==> config.mk <==
export PLATFORM = sky130hd
export DESIGN_NAME = restoring_divider_16b_flat
export DESIGN_NICKNAME = d
export VERILOG_FILES = /design/src/rtl/restoring_divider_16b_if.sv /design/src/rtl/restoring_divider_16b.sv /design/src/flat_wrapper.sv
export SDC_FILE = /design/constraint.sdc
export NUM_CORES = 1
export LEC_CHECK = 0
export ABC_CLOCK_PERIOD_IN_PS = 2500
export CAP_MARGIN = 25
export CORE_UTILIZATION = 45
export CTS_CLUSTER_DIAMETER = 80
export DETAILED_ROUTE_END_ITERATION = 16
export HOLD_SLACK_MARGIN = 0.12
export PLACE_DENSITY = 0.74
export RECOVER_POWER = 50
export SLEW_MARGIN = 20
export SYNTH_ARGS = -nofsm -noshare
export SYNTH_HDL_FRONTEND = slang
export SYNTH_SLANG_ARGS = --single-unit
export TNS_END_PERCENT = 10
==> constraint.sdc <==
create_clock -name iClk -period 2.5 [get_ports iClk]
set_clock_uncertainty 0.1 [all_clocks]
set_input_delay 0.5 -clock iClk [delete_from_list [all_inputs] [get_ports iClk]]
set_output_delay 0.5 -clock iClk [all_outputs]
set_load 0.005 [all_outputs]
==> src/rtl/restoring_divider_16b_if.sv <==
// Operand/result handshake bundle for the restoring divider.
// The master (producer of operands, consumer of results) drives the i* signals;
// the divider (slave) drives the o* signals.
interface restoring_divider_16b_if #(
  parameter int WIDTH = 16
);
  logic             iValid;
  logic             oReady;
  logic [WIDTH-1:0] iDividend;
  logic [WIDTH-1:0] iDivisor;
  logic             oValid;
  logic             iReady;
  logic [WIDTH-1:0] oQuotient;
  logic [WIDTH-1:0] oRemainder;
  logic             oDivByZero;

  modport master (
    output iValid, iDividend, iDivisor, iReady,
    input  oReady, oValid, oQuotient, oRemainder, oDivByZero
  );

  modport slave (
    input  iValid, iDividend, iDivisor, iReady,
    output oReady, oValid, oQuotient, oRemainder, oDivByZero
  );
endinterface

==> src/rtl/restoring_divider_16b.sv <==
// Iterative unsigned restoring divider: one trial subtraction per clock,
// WIDTH iterations per quotient. The trial subtract is done as A + ~B + 1 so the
// carry-out directly means "no borrow", matching the adder datapath next door.
// A zero divisor skips the iterations and reports an all-ones quotient with the
// dividend as remainder, flagged by oDivByZero.
module restoring_divider_16b #(
  parameter int WIDTH = 16
) (
  input  logic                  iClk,
  input  logic                  iRstN,
  restoring_divider_16b_if.slave bus
);

  localparam int CW = (WIDTH > 1) ? $clog2(WIDTH) : 1;

  localparam logic [1:0] S_IDLE = 2'd0;
  localparam logic [1:0] S_CALC = 2'd1;
  localparam logic [1:0] S_DONE = 2'd2;

  logic [1:0]       r_state;
  logic [WIDTH-1:0] r_rem;     // partial remainder R
  logic [WIDTH-1:0] r_quo;     // shifts dividend out / quotient bits in
  logic [WIDTH-1:0] r_div;     // latched divisor D
  logic [CW-1:0]    r_count;   // iteration index 0..WIDTH-1
  logic             r_valid;
  logic [WIDTH-1:0] r_q_out;
  logic [WIDTH-1:0] r_r_out;
  logic             r_dbz;

  logic             w_accept;
  logic             w_last_iter;
  logic [WIDTH:0]   w_rs;      // shifted remainder, WIDTH+1 bits
  logic [WIDTH+1:0] w_sum;     // carry-out plus WIDTH+1 bit difference
  logic             w_cout;    // 1 = Rs >= D, keep the difference
  logic [WIDTH-1:0] w_rem_next;
  logic [WIDTH-1:0] w_quo_next;

  assign w_accept    = bus.iValid && (r_state == S_IDLE);
  assign w_last_iter = (r_count == CW'(WIDTH - 1));

  // Trial subtract: Rs + ~{0,D} + 1. The carry out of bit WIDTH is no-borrow.
  // When it is set the difference is below D < 2^WIDTH, and when it is clear Rs
  // itself is below D, so the kept remainder always fits in WIDTH bits.
  assign w_rs       = {r_rem, r_quo[WIDTH-1]};
  assign w_sum      = {1'b0, w_rs} + {1'b0, ~{1'b0, r_div}} + {{(WIDTH+1){1'b0}}, 1'b1};
  assign w_cout     = w_sum[WIDTH+1];
  assign w_rem_next = w_cout ? w_sum[WIDTH-1:0] : w_rs[WIDTH-1:0];
  assign w_quo_next = {r_quo[WIDTH-2:0], w_cout};

  // Control FSM, iteration datapath and result registers.
  // NOTE: every register here is a flop written with <= so all of them see the
  // pre-edge values of each other; blocking = would chain iterations within one edge.
  always_ff @(posedge iClk or negedge iRstN) begin
    if (!iRstN) begin
      r_state <= S_IDLE;
      r_rem   <= '0;
      r_quo   <= '0;
      r_div   <= '0;
      r_count <= '0;
      r_valid <= 1'b0;
      r_q_out <= '0;
      r_r_out <= '0;
      r_dbz   <= 1'b0;
    end else begin
      case (r_state)
        S_IDLE: begin
          if (w_accept) begin
            r_quo   <= bus.iDividend;
            r_div   <= bus.iDivisor;
            r_rem   <= '0;
            r_count <= '0;
            r_state <= (bus.iDivisor == '0) ? S_DONE : S_CALC;
          end
        end
        S_CALC: begin
          r_rem   <= w_rem_next;
          r_quo   <= w_quo_next;
          r_count <= r_count + CW'(1);
          if (w_last_iter) begin
            r_state <= S_DONE;
            r_valid <= 1'b1;
            r_q_out <= w_quo_next;
            r_r_out <= w_rem_next;
            r_dbz   <= 1'b0;
          end
        end
        S_DONE: begin
          if (!r_valid) begin
            // Only a zero divisor arrives here without a result yet: publish it
            // one edge after accept. r_quo still holds the untouched dividend.
            r_valid <= 1'b1;
            r_q_out <= '1;
            r_r_out <= r_quo;
            r_dbz   <= 1'b1;
          end else if (bus.iReady) begin
            // Result consumed: outputs keep their last value, valid drops.
            r_valid <= 1'b0;
            r_state <= S_IDLE;
          end
        end
        default: r_state <= S_IDLE;
      endcase
    end
  end

  assign bus.oReady     = (r_state == S_IDLE);
  assign bus.oValid     = r_valid;
  assign bus.oQuotient  = r_q_out;
  assign bus.oRemainder = r_r_out;
  assign bus.oDivByZero = r_dbz;

endmodule

==> src/flat_wrapper.sv <==
// flat-port wrapper written by rule: the top's interface ports become plain ports
module restoring_divider_16b_flat 
#(
  parameter int WIDTH = 16
)
  (iClk, iRstN, bus_iValid, bus_iDividend, bus_iDivisor, bus_iReady, bus_oReady, bus_oValid, bus_oQuotient, bus_oRemainder, bus_oDivByZero);
  restoring_divider_16b_if #(.WIDTH(WIDTH)) bus_i ();
  input  logic iClk;
  input  logic iRstN;
  input wire logic [$bits(bus_i.iValid)-1:0] bus_iValid;
  input wire logic [$bits(bus_i.iDividend)-1:0] bus_iDividend;
  input wire logic [$bits(bus_i.iDivisor)-1:0] bus_iDivisor;
  input wire logic [$bits(bus_i.iReady)-1:0] bus_iReady;
  output wire logic [$bits(bus_i.oReady)-1:0] bus_oReady;
  output wire logic [$bits(bus_i.oValid)-1:0] bus_oValid;
  output wire logic [$bits(bus_i.oQuotient)-1:0] bus_oQuotient;
  output wire logic [$bits(bus_i.oRemainder)-1:0] bus_oRemainder;
  output wire logic [$bits(bus_i.oDivByZero)-1:0] bus_oDivByZero;
  assign bus_i.iValid = bus_iValid;
  assign bus_i.iDividend = bus_iDividend;
  assign bus_i.iDivisor = bus_iDivisor;
  assign bus_i.iReady = bus_iReady;
  assign bus_oReady = bus_i.oReady;
  assign bus_oValid = bus_i.oValid;
  assign bus_oQuotient = bus_i.oQuotient;
  assign bus_oRemainder = bus_i.oRemainder;
  assign bus_oDivByZero = bus_i.oDivByZero;
  restoring_divider_16b #(.WIDTH(WIDTH)) u_core (.iClk(iClk), .iRstN(iRstN), .bus(bus_i));
endmodule
# Yosys cells after proc, flatten, opt, wreduce, memory -nomap -nowiden
# Cells that the tools add are included.
# W data, S select, Z words.
# word_totals
regBits,88
latchBits,0
mem_bits_rw,0
rom_bits,0
output_inout_bits,35
elab_cells,57
memories,0
# classes
n_addsub,3
multipliers,0
div,0
magnitude_cmp,0
eq_ne,8
n_shift,0
mux,26
bitwise_logic,1
n_reduce_logical,10
# op_table
operator,n
$pmux W16 S2,4
$mux W16,7
$add A17 B17 Y18,1
$add A18 B1 Y18 const B,1
$not A16 Y17,1
$logic_not A16 Y1,1
$mux W2,5
$pmux W4 S2,1
$ne A2 B1 Y1 const B,3
$pmux W2 S3,1
$reduce_and A2 Y1,3
$mux W1,5
$add A4 B1 Y4 const B,1
$eq A4 B4 Y1 const B,1
$mux W4,1
$ne A2 B2 Y1 const B,2
$pmux W1 S2,2
$reduce_and A4 Y1,1
$reduce_bool A2 Y1,2
$reduce_and A3 Y1,1
$eq A2 B1 Y1 const B,1
$eq A2 B2 Y1 const B,1
$logic_not A2 Y1,1
$logic_and A1 B1 Y1,1

# Depth between registers and ports, before layout
# depth
ltp_word,6
mapped_depth,11

# Worst setup path after synthesis
# OpenSTA, ideal clock, no wires.
# synth_path
path_kind,register to register
from,reg u_core.r_rem[1]
to,reg u_core.r_r_out[14] (netlist: u_core.bus.oRemainder[14])
setup_ps,138
arrival_ps,2098
slack_ps,163
stages_incl_launch_ff,10
synth_period_minus_slack_ps,2337
cell_sequence,dfrtp_1 ha_1 o211ai_1 a21o_1 a211oi_2 nor2_2 o31ai_4 buf_8 mux2i_1 o22ai_1
# synth_via
elab_chain_cells,5
# synth_lines
element,line,source
from (decl),restoring_divider_16b.sv:21,logic [WIDTH-1:0] r_rem;
from (signal assigned),restoring_divider_16b.sv:76,r_rem <= w_rem_next;
$add A17 B17 Y18,restoring_divider_16b.sv:45,"assign w_sum = {1'b0, w_rs} + {1'b0, ~{1'b0, r_div}} + {{(WIDTH+1){1'b0}}, 1'b1};"
$add A18 B1 Y18,restoring_divider_16b.sv:45,
$mux W16,restoring_divider_16b.sv:47,assign w_rem_next = w_cout ? w_sum[WIDTH-1:0] : w_rs[WIDTH-1:0];
$mux W16,restoring_divider_16b.sv:79,if (w_last_iter) begin
$pmux W16 S2,restoring_divider_16b.sv:65,case (r_state)
to (signal assigned),restoring_divider_16b.sv:83,r_r_out <= w_rem_next;
to (signal assigned),restoring_divider_16b.sv:93,r_r_out <= r_quo;
to (decl),restoring_divider_16b.sv:27,logic [WIDTH-1:0] r_r_out;
# Every way passes these cells. The select of a mux whose other input is x is not followed.
# A chain may end at the register's enable or synchronous reset.

# Final worst setup path
# layout_path
from,reg u_core.r_rem[2]
to,reg u_core.r_r_out[10] (netlist: u_core.bus.oRemainder[10])
# Same word-level chain as after synthesis.

==> impl_metrics.csv <==
group,metric,value,unit
layout,multi_input_area,2370,um2
yosys,synth_fp_nets,552,
die,ioPinCount,71,
grt,grt_usage,0.222,
pwr,cellLeakagePower,2.64,nW
die,core,9950,um2
routing,avgRoutedWirePerCell,16.1,um
timing,finalMaxSlewViolations,0,
layout,utilization,0.594,
min_path,min_path_type,"register to register",
timing,slew_headroom,0.268,
die,row_count,36,
place,gp_congestion,0.879,
cts,clk_pin_slew,90,ps
timing,period_share,0.987,
critical_path,cp_slowest_cell,"dfrtp_1",
critical_path,r2r_slack,30,ps
yosys,yosys-top-cells-count,"88 x dfrtp_1, 84 x nand2_1, 48 x o21ai_0",
critical_path,crit_family,"compound AO/OA/AOI/OAI gates",
timing,holdWs,370,ps
yosys,synth_seq_cells,88,
critical_path,worst-path-buf-inv,2,
routing,routed-via-count,3863,
layout,final-seq-area,2200,um2
yosys,synthCells,495,
layout,drive_gt1_frac,0.137,
layout,antennaDiodeCount,0,
critical_path,path_cells,"ha_1, o211ai_1, a21o_1, a211oi_2, nor2_2, o31ai_4, buf_4, buf_16, mux2i_1, o22ai_1",
timing,tightest_slew,1100,ps
cts,cts_root_buf,"clkbuf_8",
yosys,synth_top_area_cell,"dfrtp_1",
grt,gr-total-overflow,0,
timing,finalSetupTns,0,ps
yosys,synth_edf_count,0,
layout,fin_area,5920,um2
cts,max-clock-path-buffers,2,
critical_path,crit_fanout,11,
routing,drtIter0Drc,232,
yosys,yosysWarnings,0,
yosys,yosysUniqueCellTypes,48,
die,initial_core_util,0.472,
critical_path,worstPathArrival,2610,ps
die,die_h,104,um
run,drv_cap,0,
outcome,status,"complete, no violations",
critical_path,critPathCaptureType,"register",
die,die_area,10900,um2
critical_path,reg2reg_from,"u_core.r_rem[2]",
critical_path,reg2reg_depth,10,
yosys,syn_avg_cell_area,9.49,um2
yosys,netlist_area,4700,um2
timing,layout_setup_ws,32.7,ps
yosys,synth_area_leaders,"dfrtp_1 47%, nand2_1 6.7%, mux2i_1 6.0%",
timing,fmax,405,MHz
place,dpl_worst_slack,3.62,ps
critical_path,r2r_end,"u_core.bus.oRemainder[10]",
yosys,ys_seq_area_frac,0.469,
yosys,yosysMostFrequentCell,"dfrtp_1",
timing,setup_viol_count_final,0,
cts,cts_sinks,88,
routing,ant_nets,0,
critical_path,critPathMaxStageDelay,410,ps
critical_path,worstSetupPathType,"register to register",
layout,area_delta_synth_final,25.9,%
timing,min_period,2470,ps
cts,cts_tree,"yes",
routing,drt_pass1_iterations,4,
min_path,min_path_cells,2,
grt,grt_pass1_vias,3960,
routing,drt-vias-per-instance,5.43,
yosys,synth_ff_type,"dfrtp_1",
timing,rsz0062_at_grt,"true",
min_path,worstHoldStart,"u_core.bus.oQuotient[13]",
yosys,async_reset_ff_frac,1.00,
grt,grt_pass1_wl,19200,um
die,fp.dieW,104,um
pwr,power_density,1470,nW/um2
routing,drc_errors,0,
routing,routed_wl,11400,um
min_path,worstHoldEndpoint,"u_core.bus.oQuotient[13]",
place,place_area,5630,um2
yosys,synth_top_area_share,0.469,
cts,htree_num_levels,3,
grt,grt_max_degree,52,
critical_path,cp_data_required_time,2640,ps
grt,antenna_found_initial,1,
cts,clk_latency,370,ps
place,dp_hpwl,8430,um
critical_path,start_kind,"register",
layout,nFillCells,883,
timing,finalHoldViolCount,0,
layout,nNetsFinal,630,
place,io_buffers,70,
cts,numCtsBuffers,9,
pwr,vdd_drop_max,0.000656,V
==> registers in the layout, summed over array words and instances, names as in the netlist, 2 cells and up <==
signal,cells
u_core.bus.oQuotient,16
u_core.bus.oRemainder,16
u_core.r_count,4
u_core.r_div,16
u_core.r_quo,16
u_core.r_rem,16
u_core.r_state,2
==> worst reg2reg max path, cell delays in order, from the launching register on <==
cell	delay (ps)
dfrtp_1	410
ha_1	320
o211ai_1	100
a21o_1	200
a211oi_2	230
nor2_2	90
o31ai_4	240
buf_4	180
buf_16	130
mux2i_1	230
o22ai_1	100
==> per-stage QoR <==
stage / total power, mW / std cells
after floorplan: 5.77 / 495
after global placement: 7.39 / 691
after detailed placement: 7.52 / 691
after CTS: 8.63 / 709
after global routing: 9.48 / 711
final: 8.72 / 711
==> layer usage <==
| metal | track usage | vias up | wire length, um |
|---|---|---|---|
| met2 | 0.377 | 75 | 5710 |
| met4 | 0.0847 | 2 | 216 |
| met3 | 0.0388 | 19 | 461 |
| li1 | - | 1892 | - |
| met1 | 0.281 | 1875 | 5030 |
| met5 | 0 | - | 13 |
==> report_power, final <==
group / switching [mW] / internal, mW
combinational: 2.75 / 2.48
clock: 0.550 / 0.402
sequential: 0.454 / 2.09
total: 3.75 / 4.97
==> kinds of logic after synthesis <==
family / share of synthesized area
AO/OA/AOI/OAI: 0.170
XOR/XNOR: 0.0261
adder cells (fa/ha/maj): 0.0575
buffers and inverters: 0.0431
flip-flops: 0.469
multiplexers: 0.105
AND/OR/NAND/NOR: 0.129
==> how the worst max path moves through the flow <==
| stage | start | end | slack [ps] | cells after the start |
|---|---|---|---|---|
| after global placement | u_core.r_rem[1] | u_core.bus.oRemainder[0] | 50 | 9 |
| after floorplan | u_core.r_rem[1] | u_core.bus.oRemainder[14] | 160 | 9 |
| final | u_core.r_rem[2] | u_core.bus.oRemainder[10] | 30 | 10 |
| after global routing | u_core.r_div[3] | u_core.bus.oRemainder[2] | -100 | 11 |
| after CTS | u_core.r_rem[5] | u_core.r_rem[15] | 10 | 8 |
| after detailed placement | u_core.r_div[1] | u_core.bus.oRemainder[0] | 4 | 10 |
==> cells in the final DEF, fill, tap and decap left out, types with 13 or more instances in the layout <==
cell and n:
dfrtp_1 88, ha_1 19, clkdlybuf4s50_1 68, o22ai_1 13, mux2_2 17, o21ai_0 45
inv_1 22, a21oi_1 25, nand2_1 84, nor2_1 27, mux2i_1 25, buf_4 15
o21ai_1 14
==> area by class of cell <==
| cell class | count | area share |
|---|---|---|
| Inverter | 22 | 0.0140 |
| Tap cell | 133 | 0.0281 |
| Timing Repair Buffer | 94 | 0.154 |
| Multi-Input combinational cell | 358 | 0.400 |
| Clock inverter | 6 | 0.00888 |
| Clock buffer | 10 | 0.0233 |
| Sequential cell | 88 | 0.372 |
==> what timing repair did <==
item / 4_1_cts / 5_1_grt
hold endpoints to repair: 40 / 0
setup buffers: 0 / 2
gates resized for setup: 1 / 18
setup endpoints to repair: 2 / 31
gates cloned: 1 / 0
pin swaps: 1 / 0
hold buffers: 1 / 0
Power figures use the tool's default switching activity.
